**src/rtl/ethernet_header_pkg.sv**
```systemverilog
// Shared Ethernet II header types for the RX header parser and its helpers.
// Header byte count, broadcast address, RX FSM states and a MAC byte-order helper.
package ethernet_header_pkg;

    localparam int          ETH_HDR_BYTES = 14;
    localparam logic [47:0] ETH_BCAST_MAC = 48'hffff_ffff_ffff;

    // Index 0 of every field is the first byte seen on the wire.
    typedef struct packed {
        logic [5:0][7:0] dst;
        logic [5:0][7:0] src;
        logic [1:0][7:0] ethertype;
    } ethernet_header;

    typedef enum logic [1:0] {
        IDLE,
        HEADER,
        PAYLOAD,
        DROP
    } rx_state_e;

    // Network-order MAC ([47:40] first on the wire) to wire-indexed byte array.
    function automatic logic [5:0][7:0] mac_to_wire(input logic [47:0] mac);
        logic [5:0][7:0] b;
        for (int i = 0; i < 6; i++) begin
            b[i] = mac[8*(5-i) +: 8];
        end
        return b;
    endfunction

endpackage

```
**src/rtl/eth_header_parser_endian_pack.sv**
```systemverilog
// Packs a wire-indexed byte array (index 0 first on the wire) into a
// network-order integer whose most significant byte is the first wire byte.
module eth_header_parser_endian_pack #(
    parameter int N = 2
) (
    input  logic [N-1:0][7:0] wire_bytes,
    output logic [8*N-1:0]    word
);

    for (genvar i = 0; i < N; i++) begin : g_byte
        assign word[8*(N-1-i) +: 8] = wire_bytes[i];
    end

endmodule

```
**src/rtl/eth_header_parser.sv**
```systemverilog
// RX Ethernet II header parser: captures the 14-byte header, filters on the
// destination MAC and forwards the payload one cycle later.
module eth_header_parser
    import ethernet_header_pkg::*;
#(
    parameter logic [47:0] LOCAL_MAC        = 48'he86a64e7e829,
    parameter bit          PROMISCUOUS      = 1'b0,
    parameter bit          ACCEPT_BROADCAST = 1'b1,
    parameter int          CNT_W            = 16
) (
    input  logic             clk,
    input  logic             rst,
    input  logic [7:0]       s_data,
    input  logic             s_valid,
    input  logic             s_last,
    output ethernet_header   hdr,
    output logic [47:0]      dst_mac,
    output logic [47:0]      src_mac,
    output logic [15:0]      ethertype,
    output logic             hdr_valid,
    output logic [7:0]       m_data,
    output logic             m_valid,
    output logic             m_last,
    output logic             err_short,
    output logic             rx_drop,
    output logic [CNT_W-1:0] cnt_ok,
    output logic [CNT_W-1:0] cnt_drop
);

    localparam logic [3:0] FILTER_IDX   = 4'd5;
    localparam logic [3:0] LAST_HDR_IDX = 4'(ETH_HDR_BYTES - 1);

    rx_state_e                     state;
    logic [3:0]                    byte_cnt;
    logic [ETH_HDR_BYTES-1:0][7:0] hdr_bytes;
    logic [5:0][7:0]               dst_wire;
    logic                          dst_accept;

    function automatic logic [CNT_W-1:0] sat_inc(input logic [CNT_W-1:0] v);
        return (&v) ? v : v + 1'b1;
    endfunction

    // The byte arriving now completes the destination address at the filter edge.
    assign dst_wire   = {s_data, hdr_bytes[4:0]};
    assign dst_accept = PROMISCUOUS
                     || (dst_wire == mac_to_wire(LOCAL_MAC))
                     || (ACCEPT_BROADCAST && (dst_wire == mac_to_wire(ETH_BCAST_MAC)));

    // NOTE: the header staging buffer has no reset; every byte is written before it is read.
    always_ff @(posedge clk) begin
        if (s_valid && (state == IDLE || state == HEADER)) begin
            hdr_bytes[byte_cnt] <= s_data;
        end
    end

    always_ff @(posedge clk or posedge rst) begin
        if (rst) begin
            state     <= IDLE;
            byte_cnt  <= '0;
            hdr       <= '0;
            hdr_valid <= 1'b0;
            m_data    <= '0;
            m_valid   <= 1'b0;
            m_last    <= 1'b0;
            err_short <= 1'b0;
            rx_drop   <= 1'b0;
            cnt_ok    <= '0;
            cnt_drop  <= '0;
        end else begin
            // NOTE: pulses default low here; a later non-blocking write in this block wins.
            hdr_valid <= 1'b0;
            m_valid   <= 1'b0;
            m_last    <= 1'b0;
            err_short <= 1'b0;
            rx_drop   <= 1'b0;
            if (s_valid) begin
                case (state)
                    IDLE, HEADER: begin
                        if (byte_cnt == FILTER_IDX && !dst_accept) begin
                            rx_drop  <= 1'b1;
                            cnt_drop <= sat_inc(cnt_drop);
                            byte_cnt <= '0;
                            state    <= s_last ? IDLE : DROP;
                        end else if (byte_cnt == LAST_HDR_IDX) begin
                            hdr_valid <= 1'b1;
                            hdr       <= '{dst:       hdr_bytes[5:0],
                                           src:       hdr_bytes[11:6],
                                           ethertype: {s_data, hdr_bytes[12]}};
                            cnt_ok    <= sat_inc(cnt_ok);
                            byte_cnt  <= '0;
                            state     <= s_last ? IDLE : PAYLOAD;
                        end else if (s_last) begin
                            err_short <= 1'b1;
                            cnt_drop  <= sat_inc(cnt_drop);
                            byte_cnt  <= '0;
                            state     <= IDLE;
                        end else begin
                            byte_cnt <= byte_cnt + 4'd1;
                            state    <= HEADER;
                        end
                    end
                    PAYLOAD: begin
                        m_valid <= 1'b1;
                        m_data  <= s_data;
                        m_last  <= s_last;
                        if (s_last) state <= IDLE;
                    end
                    DROP: begin
                        if (s_last) state <= IDLE;
                    end
                    default: state <= IDLE;
                endcase
            end
        end
    end

    eth_header_parser_endian_pack #(.N(6)) u_dst_pack (.wire_bytes(hdr.dst),       .word(dst_mac));
    eth_header_parser_endian_pack #(.N(6)) u_src_pack (.wire_bytes(hdr.src),       .word(src_mac));
    eth_header_parser_endian_pack #(.N(2)) u_typ_pack (.wire_bytes(hdr.ethertype), .word(ethertype));

endmodule

```
**config.mk**
```make
export PLATFORM = sky130hd
export DESIGN_NAME = eth_header_parser
export DESIGN_NICKNAME = d
export VERILOG_FILES = /design/src/rtl/ethernet_header_pkg.sv /design/src/rtl/eth_header_parser_endian_pack.sv /design/src/rtl/eth_header_parser.sv
export SDC_FILE = /design/constraint.sdc
export NUM_CORES = 1
export LEC_CHECK = 0
export CAP_MARGIN = 20
export CORE_MARGIN = 2
export CORE_UTILIZATION = 44
export DETAILED_ROUTE_END_ITERATION = 8
export PLACE_DENSITY = 0.76
export SYNTH_ARGS = -nofsm -noshare
export SYNTH_HDL_FRONTEND = slang
export SYNTH_SLANG_ARGS = --single-unit
```
**constraint.sdc**
```tcl
create_clock -name clk -period 5.8 [get_ports clk]
set_input_delay 1.16 -clock clk [delete_from_list [all_inputs] [get_ports clk]]
set_output_delay 1.16 -clock clk [all_outputs]
set_load 0.02 [all_outputs]
```
Yosys cells after proc, flatten, opt, wreduce, memory -nomap -nowiden
Index checks and enable logic that the tools add are counted.
{"block": "word_totals", "mem_bits_ro": 0, "mem_count": 0, "ram_bits": 0, "register_bits": 275, "inputBits": 12, "latch_bits": 0}
{"block": "op_classes", "div": 0, "n_reduce_logical": 18, "add_sub_neg": 3, "mux": 33, "n_bitwise": 2, "magnitude_cmp": 2, "multipliers": 0, "shifts": 0, "eq_ne": 9}
{"op": "112-bit bitwise mux", "count": 1}
{"op": "16-bit two-way mux", "count": 4}
{"op": "48-bit by 46-bit equality test with 1-bit output, second input constant", "count": 1}
{"op": "48-bit equality test, second input constant", "count": 1}
{"op": "16-bit by 1-bit adder with 16-bit output, second input constant", "count": 2}
{"op": "8-bit demux with 4-bit select", "count": 1}
{"op": "16-bit AND reduction", "count": 2}
{"op": "1-bit two-way mux", "count": 17}
{"op": "4-bit two-way mux", "count": 3}
{"op": "2-bit two-way mux", "count": 5}
{"op": "8-bit two-way mux", "count": 1}
{"op": "4-bit AND reduction", "count": 2}
{"op": "2-bit AND reduction", "count": 3}
{"op": "4-bit by 5-bit less-than comparator with 1-bit output, second input constant", "count": 1}
{"op": "5-bit AND reduction", "count": 1}
{"op": "4-bit by 1-bit adder with 4-bit output, second input constant", "count": 1}
{"op": "2-bit equality test, second input constant", "count": 2}
{"op": "4-bit by 3-bit equality test with 1-bit output, second input constant", "count": 1}
{"op": "4-bit equality test, second input constant", "count": 1}
{"op": "4-bit by 1-bit >= comparator with 1-bit output, second input constant", "count": 1}
{"op": "2-bit one-hot mux with 2 select lines", "count": 1}
{"op": "2-bit OR reduction", "count": 2}
{"op": "1-bit logical AND", "count": 3}
{"op": "2-bit by 1-bit equality test with 1-bit output, second input constant", "count": 1}
{"op": "other kinds (7)", "count": 9}

Depth between registers and ports, before layout
{"block": "logic_depth", "ltp_word": 7, "mapped_depth": 8}

Cells and area by module
Synthesis repeated with hierarchy kept, for this count alone.
{"block": "hier_totals", "cells_unflattened": 945, "area_unflattened_um2": 10661.5}
{"module": "eth_header_parser", "area_per_inst_um2": 9820.7, "instances": 1, "seq_area_each_um2": 7201.9, "cells_per_inst": 833}
{"module": "eth_header_parser_endian_pack at u_dst_pack ...", "area_per_inst_um2": 360.3, "instances": 2, "seq_area_each_um2": 0.0, "cells_per_inst": 48}
{"module": "eth_header_parser_endian_pack at u_typ_pack", "area_per_inst_um2": 120.1, "instances": 1, "seq_area_each_um2": 0.0, "cells_per_inst": 16}

Worst setup path before layout
No wires, ideal clock.
{"block": "synth_timing", "path_kind": "input-to-reg", "start": "input port s_data[4]", "end": "register cnt_drop[1]", "cell_stages": 7, "path_buffers": 0, "arrival_time_ns": 2.687, "required_time_ns": 5.675, "slack_ns": 2.988, "cell_sequence": "nor4_1 > and4_1 > nand3_1 > a2111oi_4 > o31ai_2 > nand2_1 > mux2_2"}
{"block": "synth_between", "elab_chain_len": 6}
{"element": "start: declaration", "line_no": "eth_header_parser.sv:13", "text": "input logic [7:0] s_data,"}
{"element": "48-bit by 46-bit equality test with 1-bit output or 48-bit equality test (tied branches)", "line_no": "eth_header_parser.sv:46, eth_header_parser.sv:47"}
{"element": "1-bit logical OR (*)", "line_no": "eth_header_parser.sv:47", "text": "|| (ACCEPT_BROADCAST && (dst_wire == mac_to_wire(ETH_BCAST_MAC)));"}
{"element": "1-bit logical NOT (*)", "line_no": "eth_header_parser.sv:79", "text": "if (byte_cnt == FILTER_IDX && !dst_accept) begin"}
{"element": "1-bit logical AND (*)", "line_no": "eth_header_parser.sv:79"}
{"element": "2-bit != test (no line) or 2-bit nonzero test (tied branches)"}
{"element": "4-bit AND reduction (no line)"}
{"element": "end signal: assignment", "line_no": "eth_header_parser.sv:81", "text": "cnt_drop <= sat_inc(cnt_drop);"}
{"element": "end signal: assignment", "line_no": "eth_header_parser.sv:94", "text": "cnt_drop <= sat_inc(cnt_drop);"}
{"element": "end: declaration", "line_no": "eth_header_parser.sv:27", "text": "output logic [CNT_W-1:0] cnt_drop"}
Every way passes the cells marked *; elsewhere a longest branch is shown, timed or not.
A chain may end at the register's enable or synchronous reset.

Worst setup path after layout
{"block": "layout_timing", "start": "input port s_data[6]", "end": "register cnt_drop[1]"}
Same word-level chain as after synthesis.

==> impl_metrics.toml <==
[clock_network]
post_cts_buffers = 0
cts-root-buf = "clkbuf_16"
cts_tree = "yes"
path_clk_slew_ns = 0.06
numCtsBuffers = 27
hold_buffers = 0
htree_levels = 1
cts_buffer_depth = 3
cts.sinks = 267
clkLatencyLatePin_ns = 0.52
cts-resized-gates = 0

[detailed_routing]
avgViaCountPerCell = 4.99
drtIter0Drc = 346
drt_pass1_iterations = 4
antenna_left = 0
wire_per_inst_um = 19.3
num_vias = 6227
finalWirelength_mm = 24.1
drc = 0

[critical_path]
path_max_fanout = 17
regToRegEndpoint = "cnt_drop[1]"
start_kind = "primary input"
r2r_setup_slack_ns = 3.16
criticalPathCategory = "primary input to register"
r2r-start = "dst_wire[32]"
worst-path-buf-inv = 2
path_cells = "clkdlybuf4s50_1, nor4_1, and4_1, nand3_1, a2111oi_4, o31ai_2, buf_4, nand2_1, mux2_2"
crit_path_top_delay_cell = "clkdlybuf4s50_1"
cp.required_ns = 6.20
cp-end-kind = "register"
r2r_cells = 8
crit_family = "buffers and inverters"
max_stage_delay_ns = 0.85
cp.arrival_ns = 3.99

[floorplanning]
placementRows = 57
start_util_pct = 44.4
die_area_um2 = 25600
die_y_um = 160
die_x_um = 160
core_region_area_um2 = 24100
io_pins = 281

[pwr]
peakVddDrop_mv = 0.264
p_leak_nw = 5.75
power_density_nw_per_um2 = 303

[synth]
syn_inst = 715
avgSynthCellArea_um2 = 15.0
synth_nets = 733
ys_warn_count = 0
ys.flop_type = "dfrtp_1"
ys_seq_area_share_pct = 67.3
synthesis.area_um2 = 10700
synth_cell_types = 39
synth_edf_count = 104
synthArstFlopShare_pct = 61.0
synth_seq_cells = 267

[grt]
grt_usage_pct = 18.8
grt_overflow = 0
grt_pass1_vias = 6374
grt_max_degree = 115
grt_pass1_wl_mm = 37.9
antenna_found_initial = 0

[timing]
period_needed_ns = 3.59
grt_setup_unrepaired = "false"
setup_tns_ns = 0
relSlewSlack_pct = 43.3
max_slew.worst_pin.slew_ns = 0.848
fmax_mhz = 278
post-route-period-util_pct = 61.9
setup_violations = 0
hold_violations = 0
finClkSkew_ns = 0.0165
report.final.slew_viol_count = 0

[place]
port_buffers = 280
dp_hpwl_mm = 16.4
gp_congestion = 0.765

[worst_hold_path]
hp-class = "register to register"
min_to = "hdr[3]"
min_from = "hdr_bytes[99]"
whs_path_depth = 1

[layout]
final_common_cell = "clkdlybuf4s50_1"
final_cell_mix = "280 x clkdlybuf4s50_1, 163 x dfrtp_1, 114 x mux2_2"
drive_gt1_share_pct = 19.0
num_antenna_cells = 0
areaGrowthSynthToFinish_pct = 30.5
register_area_um2 = 7200
multiInputGateArea_um2 = 2550
fillers = 1970
nNetsFinal = 922
final_util_pct = 57.9

[job]
maxCapViolCount = 0

[status]
outcome = "complete, no violations"
==> cells by family (layout without fill, tap and decap cells) <==
kind of cell | count (synthesis) | count (layout) | share of synthesized area [%]
compound gates | 13 | 13 | 1.04
xor+xnor | 30 | 30 | 2.46
fa+ha+maj | 6 | 6 | 0.702
mux | 114 | 114 | 12.0
flops | 267 | 267 | 67.3
simple gates | 146 | 146 | 7.48
buf+inv | 139 | 349 | 8.97
==> through the flow <==
step	area [um2]	total power, mW	setup slack (ns)	cells	hold WS, ns
finish	14000	4.23	2.21	1249	0.470
global route	14000	4.40	2.00	1249	0.480
CTS	14000	4.27	2.21	1248	0.468
detailed placement	13100	2.59	1.67	1198	0.461
global placement	13100	2.58	1.72	1198	0.456
floorplan	10700	2.37	0.235	715	0.454
==> flip-flops by register name (all words and copies together), names as in the netlist <==
name	flops
state	2
dst_wire	40
err_short	1
m_last	1
hdr_bytes	64
rx_drop	1
hdr	112
cnt_drop	16
byte_cnt	4
cnt_ok	16
hdr_valid	1
m_data	8
m_valid	1
==> how the worst max path moves through the flow <==
stage              start          end  depth (start not counted)
3_5_place_dp   s_data[1]  cnt_drop[1]                          9
6_report       s_data[6]  cnt_drop[1]                          9
2_1_floorplan        rst  byte_cnt[0]                          1
5_1_grt        s_data[6]  cnt_drop[1]                          9
3_3_place_gp   s_data[1]  cnt_drop[1]                          9
4_1_cts        s_data[1]  cnt_drop[1]                          9
==> cell type report <==
class	instances	area share (%)
clock buffer	34	5.25
multi-input combinational	309	18.2
inverter	7	0.224
timing repair buffer	292	20.8
sequential	267	51.6
clock inverter	16	0.977
tap	324	2.90
==> power by group <==
part           leakage (nW)  switching, mW  internal [mW]
sequential             3.18         0.0805           2.06
clock                 0.429          0.695          0.986
combinational          2.14          0.240          0.167
total                  5.75           1.02           3.22
==> cell usage after synthesis (all sizes together), types with 2 or more instances <==
| cell | n | area [um2] |
|---|---|---|
| nor4 | 10 | 62.6 |
| nor2 | 13 | 48.8 |
| edfxtp | 104 | 3120 |
| nand4 | 24 | 156 |
| buf | 121 | 892 |
| o22ai | 2 | 12.5 |
| mux2 | 114 | 1280 |
| nand3 | 15 | 85.1 |
| clkbuf | 11 | 41.3 |
| inv | 6 | 22.5 |
| and3 | 16 | 100 |
| and2 | 7 | 43.8 |
| o21ai | 2 | 10.0 |
| dfrtp | 163 | 4080 |
| xor2 | 3 | 26.3 |
| o31ai | 2 | 20.0 |
| nand2 | 43 | 161 |
| nor3 | 3 | 15.0 |
| and4 | 9 | 78.8 |
| ha | 6 | 75.1 |
| xnor2 | 27 | 236 |
| a21oi | 2 | 10.0 |
==> routing by layer <==
metal	routed length [um]	GRT usage, %
met4	340	3.11
met2	11900	31.8
met1	9990	25.1
met3	1850	4.94
met5	0	0
==> worst reg2reg max path, stage by stage, from the launching register on <==
cell and delay [ns]:
edfxtp_1 0.41, nor4_1 0.48, and4_1 0.26, nand3_1 0.11, a2111oi_4 0.51, o31ai_2 0.10
buf_4 0.21, nand2_1 0.12, mux2_2 0.33
No activity file was read; power rests on OpenSTA's default activity.
